`src/rtl/sram128x4_req_ctrl.sv`:
```
// Valid/ready front-end for the 128x4 single-port SRAM macro: post-reset clear
// sweep, credit-based request throttling and a small read-response FIFO.
module sram128x4_req_ctrl #(
    parameter int unsigned       ADDR_W     = 7,
    parameter int unsigned       DATA_W     = 4,
    parameter int unsigned       RESP_DEPTH = 3,
    parameter int unsigned       INIT_EN    = 1,
    parameter logic [DATA_W-1:0] INIT_VAL   = '0
) (
    input  logic              clock,
    input  logic              reset,
    input  logic              req_valid,
    output logic              req_ready,
    input  logic              req_write,
    input  logic [ADDR_W-1:0] req_addr,
    input  logic [DATA_W-1:0] req_wdata,
    output logic              resp_valid,
    input  logic              resp_ready,
    output logic [DATA_W-1:0] resp_rdata,
    output logic              init_done,
    output logic              mem_ce,
    output logic              mem_csb,
    output logic              mem_web,
    output logic              mem_oeb,
    output logic [ADDR_W-1:0] mem_a,
    output logic [DATA_W-1:0] mem_i,
    input  logic [DATA_W-1:0] mem_o
);

    localparam int unsigned      PTR_W    = (RESP_DEPTH > 1) ? $clog2(RESP_DEPTH) : 1;
    localparam int unsigned      CRD_W    = $clog2(RESP_DEPTH + 1);
    localparam logic [PTR_W-1:0] PTR_LAST = PTR_W'(RESP_DEPTH - 1);
    localparam logic [CRD_W-1:0] CRD_FULL = CRD_W'(RESP_DEPTH);

    typedef enum logic {
        ST_INIT = 1'b0,
        ST_RUN  = 1'b1
    } state_e;

    localparam state_e RESET_STATE = (INIT_EN != 0) ? ST_INIT : ST_RUN;

    state_e            state_q, state_d;
    logic [ADDR_W-1:0] cnt_q, cnt_d;
    logic              rd_pend_q, rd_pend_d;
    logic              wr_ret_q, wr_ret_d;
    logic [CRD_W-1:0]  credits_q, credits_d;
    logic [CRD_W-1:0]  count_q, count_d;
    logic [PTR_W-1:0]  wptr_q, wptr_d;
    logic [PTR_W-1:0]  rptr_q, rptr_d;
    logic [DATA_W-1:0] fifo_q [RESP_DEPTH];
    logic [DATA_W-1:0] fifo_d [RESP_DEPTH];

    logic run;
    logic accept;
    logic push;
    logic pop;

    function automatic logic [PTR_W-1:0] ptr_inc(input logic [PTR_W-1:0] p);
        return (p == PTR_LAST) ? '0 : p + PTR_W'(1);
    endfunction

    assign run        = (state_q == ST_RUN);
    // Reset gates req_ready directly so INIT_EN=0 (reset state RUN) still idles.
    assign req_ready  = run & (credits_q != '0) & ~reset;
    assign accept     = req_valid & req_ready;
    assign push       = rd_pend_q;
    assign resp_valid = (count_q != '0);
    assign pop        = resp_valid & resp_ready;
    assign resp_rdata = fifo_q[rptr_q];
    assign init_done  = run;
    assign mem_ce     = clock;
    assign mem_oeb    = reset | ~rd_pend_q;

    always_comb begin
        mem_csb = 1'b1;
        mem_web = 1'b1;
        mem_a   = '0;
        mem_i   = '0;
        if (!reset) begin
            if (state_q == ST_INIT) begin
                mem_csb = 1'b0;
                mem_web = 1'b0;
                mem_a   = cnt_q;
                mem_i   = INIT_VAL;
            end else begin
                mem_csb = ~accept;
                mem_web = ~req_write;
                mem_a   = req_addr;
                mem_i   = req_wdata;
            end
        end
    end

    always_comb begin
        state_d = state_q;
        cnt_d   = cnt_q;
        if (state_q == ST_INIT) begin
            cnt_d = cnt_q + ADDR_W'(1);
            if (cnt_q == '1) begin
                state_d = ST_RUN;
            end
        end

        rd_pend_d = accept & ~req_write;
        wr_ret_d  = accept & req_write;
        // Writes hold their credit for one cycle so reads and writes share one budget.
        credits_d = credits_q - CRD_W'(accept) + CRD_W'(pop) + CRD_W'(wr_ret_q);

        fifo_d = fifo_q;
        if (push) begin
            fifo_d[wptr_q] = mem_o;
        end
        wptr_d  = push ? ptr_inc(wptr_q) : wptr_q;
        rptr_d  = pop ? ptr_inc(rptr_q) : rptr_q;
        count_d = count_q + CRD_W'(push) - CRD_W'(pop);
    end

    always_ff @(posedge clock or posedge reset) begin
        if (reset) begin
            state_q   <= RESET_STATE;
            cnt_q     <= '0;
            rd_pend_q <= 1'b0;
            wr_ret_q  <= 1'b0;
            credits_q <= CRD_FULL;
            count_q   <= '0;
            wptr_q    <= '0;
            rptr_q    <= '0;
            for (int unsigned i = 0; i < RESP_DEPTH; i++) begin
                fifo_q[i] <= '0;
            end
        end else begin
            state_q   <= state_d;
            cnt_q     <= cnt_d;
            rd_pend_q <= rd_pend_d;
            wr_ret_q  <= wr_ret_d;
            credits_q <= credits_d;
            count_q   <= count_d;
            wptr_q    <= wptr_d;
            rptr_q    <= rptr_d;
            fifo_q    <= fifo_d;
        end
    end

endmodule

```
`config.mk`:
```
export PLATFORM = sky130hd
export DESIGN_NAME = sram128x4_req_ctrl
export DESIGN_NICKNAME = d
export VERILOG_FILES = /design/src/rtl/sram128x4_req_ctrl.sv
export SDC_FILE = /design/constraint.sdc
export NUM_CORES = 1
export LEC_CHECK = 0
export CAP_MARGIN = 15
export CORE_MARGIN = 3
export CORE_UTILIZATION = 46
export DETAILED_ROUTE_END_ITERATION = 6
export GPL_ROUTABILITY_DRIVEN = 0
export PLACE_DENSITY_LB_ADDON = 0.1
export SLEW_MARGIN = 5
export SYNTH_ARGS = -nofsm -noshare
export SYNTH_HDL_FRONTEND = slang
export SYNTH_SLANG_ARGS = --single-unit
export TNS_END_PERCENT = 1
```
`constraint.sdc`:
```
create_clock -name clock -period 4.2 [get_ports clock]
set_input_delay 0.63 -clock clock [delete_from_list [all_inputs] [get_ports clock]]
set_output_delay 0.63 -clock clock [all_outputs]
set_load 0.02 [all_outputs]
```
==> flow_metrics.env <==
export IMPL_initial_utilization_pct=48.82
export IMPL_hold_path_end="cnt_q[6]"
export IMPL_critical_path_peak_fanout=2
export IMPL_die_w_um=63.16
export IMPL_critical_path_startpoint_type="clock port"
export IMPL_postSynthRegisterBits=30
export IMPL_finalWirelength_mm=2.984
export IMPL_clkTransAtPathRegs_ns=0.08
export IMPL_post_drt_via_cell_ratio=4.796
export IMPL_setup_tns_ns=0
export IMPL_r2r_worst_path_cells=8
export IMPL_finalSetupViolations=0
export IMPL_place_inst=215
export IMPL_synth_area_top_cells="dfrtp_1, mux2_2, mux2i_1, xnor2_1, mux2_4"
export IMPL_vias=1084
export IMPL_critical_path_reg2reg_endpoint="credits_q[1]"
export IMPL_antenna_found_initial=0
export IMPL_diodes=0
export IMPL_instances_no_fill=226
export IMPL_p_leak_nw=0.8817
export IMPL_ant_nets=0
export IMPL_worst_slew_pin_transition_ns=0.5655
export IMPL_core_area_um2=3078
export IMPL_cp_data_arrival_time_ns=2.85
export IMPL_ioPinCount=42
export IMPL_num_nets_final=206
export IMPL_grt_setup_unrepaired="false"
export IMPL_flow_area_growth_from_synthesis_pct=34.89
export IMPL_detail_route_iter0_violations=56
export IMPL_grt_overflow=0
export IMPL_routed_wire_length_per_instance_um=13.20
export IMPL_post_synthesis_instance_area_um2=1503
export IMPL_netlist_area_leader_share_pct=46.63
export IMPL_min_path_cells=1
export IMPL_grt_pass1_wl_mm=5.244
export IMPL_clk_latency_ns=0.43
export IMPL_port_buffers=41
export IMPL_final_hold_violation_count=0
export IMPL_postCtsSetupRepairBufs=0
export IMPL_grt_max_degree=31
export IMPL_hold_buffers=0
export IMPL_dieHeight_um=63.16
export IMPL_synth_top_area_cell="dfrtp_1"
export IMPL_criticalPathCategory="clock port to output port"
export IMPL_track_usage_pct=17.33
export IMPL_worstPathRequired_ns=3.57
export IMPL_post_cts_resize_count=0
export IMPL_drt_drc_violations_left=0
export IMPL_ir_worst_vdd_mv=0.2856
export IMPL_p_per_area_nw_per_um2=401.6
export IMPL_min_path_type="flip-flop to flip-flop"
export IMPL_finalPower_mw=0.8140
export IMPL_hold_ws_ns=0.5030
export IMPL_tritoncts_clock_tree="built"
export IMPL_yosysSeqAreaShare_pct=50.12
export IMPL_worst_skew_ns=0.01354
export IMPL_synthesized_netlist_net_count=158
export IMPL_max_cap_violations=0
export IMPL_place_hpwl_mm=2.252
export IMPL_synth_cell_types=32
export IMPL_status="completed"
export IMPL_synthesis_yosys_warnings=0
export IMPL_r2r_start="init_done"
export IMPL_placement_rows=20
export IMPL_avgSynthCellArea_um2=11.30
export IMPL_r2r_setup_slack_ns=1.85
export IMPL_design_die_area_um2=3989
export IMPL_timing_slew_headroom_pct=62.30
export IMPL_syn_inst=133
export IMPL_first_global_vias=1189
export IMPL_first_pass_iters=4
export IMPL_layout_drive_gt1_share_pct=15.93
export IMPL_hold_start="cnt_q[6]"
export IMPL_timing_final_max_slew_violations=0
export IMPL_endpoint_kind_of_the_worst_setup_timing_path="output port"
kinds of logic (layout without fill, tap and decap cells):
kind of cell             count (synthesis)  after routing  synth area share, %
adder cells (fa/ha/maj)                  5              5                4.663
multiplexers                            23             23                17.40
buffers and inverters                   12             61                3.331
AND/OR/NAND/NOR                         39             39                13.49
AO/OA/AOI/OAI                           14             14                5.162
XOR/XNOR                                10             10                5.829
flip-flops                              30             30                50.12
cells in the final DEF (no fill, tap or decap), drive strengths merged:
cell and count:
a21oi 1, dfrtp 28, dfstp 2, clkbuf 11, or2 1, and3 1
a21o 2, or3 1, ha 4, o21a 1, clkdlybuf4s50 41, xnor2 8
fa 1, o21ai 10, inv 8, nand4 2, nand2 13, nand4b 1
xor2 2, nor3 2, nor2 8, and3b 1, nand3 1, and2 5
nor2b 2, buf 1, mux2i 10, nand2b 1, mux2 13
metrics by stage:
| stage | setup slack (ns) | instance area, µm² | util, % |
|---|---|---|---|
| after detailed placement | 0.9615 | 1956 | 63.54 |
| after CTS | 0.7050 | 2027 | 65.85 |
| after global placement | 0.9615 | 1956 | 63.54 |
| after global routing | 0.6906 | 2027 | 65.85 |
| final | 0.7167 | 2027 | 65.85 |
| after floorplan | 1.336 | 1503 | - |
worst max-delay path: stages:
cell and delay (ns):
clkbuf_4 0.11, clkbuf_4 0.12, clkdlybuf4s50_1 0.53
flip-flops by register name, summed over array words and instances, names as in the netlist:
name       cells
cnt_q          7
count_q        2
credits_q      2
fifo_q        12
init_done      1
push           1
rptr_q         2
wptr_q         2
wr_ret_q       1
cell type report:
cell class | count | area, µm²
clock buffers | 12 | 81.33
flip-flops and latches | 30 | 753.2
well taps | 44 | 55.05
multi-input cells | 91 | 699.4
inverters | 8 | 30.03
fillers | 252 | 1051
repair buffers | 41 | 407.9
cell usage after synthesis, drive strengths merged:
master,n
nand2b,1
xnor2,8
clkbuf,2
and3b,1
dfrtp,28
nand3,1
mux2,13
inv,8
a21oi,1
nand2,13
buf,2
o21ai,10
and2,5
fa,1
mux2i,10
nand4b,1
and3,1
nor2b,2
nand4,2
nor2,8
o21a,1
dfstp,2
xor2,2
or3,1
or2,1
ha,4
a21o,2
nor3,2
power by group:
| part | switching (mW) | leakage (nW) | internal (mW) |
|---|---|---|---|
| sequential | 0.0404 | 0.372 | 0.330 |
| clock | 0.115 | 0.0443 | 0.114 |
| combinational | 0.0992 | 0.465 | 0.115 |
| total | 0.255 | 0.882 | 0.559 |
how the worst max path moves through the flow:
stage	slack, ns	end	cells after the start	startpoint
after global placement	0.96	mem_ce	1	clock
final	0.72	mem_ce	3	clock
after detailed placement	0.96	mem_ce	1	clock
after floorplan	1.34	mem_ce	1	clock
after global routing	0.69	mem_ce	3	clock
after CTS	0.71	mem_ce	3	clock
layer usage:
metal	share of wire, %	global-route usage [%]	vias up
li1	-	-	540
met1	43	19.77	523
met2	52	28.19	19
met3	4.2	6.774	2
met4	0.57	8.540	0
met5	0	0	-
Note: power is estimated with default switching activity, not from simulation.
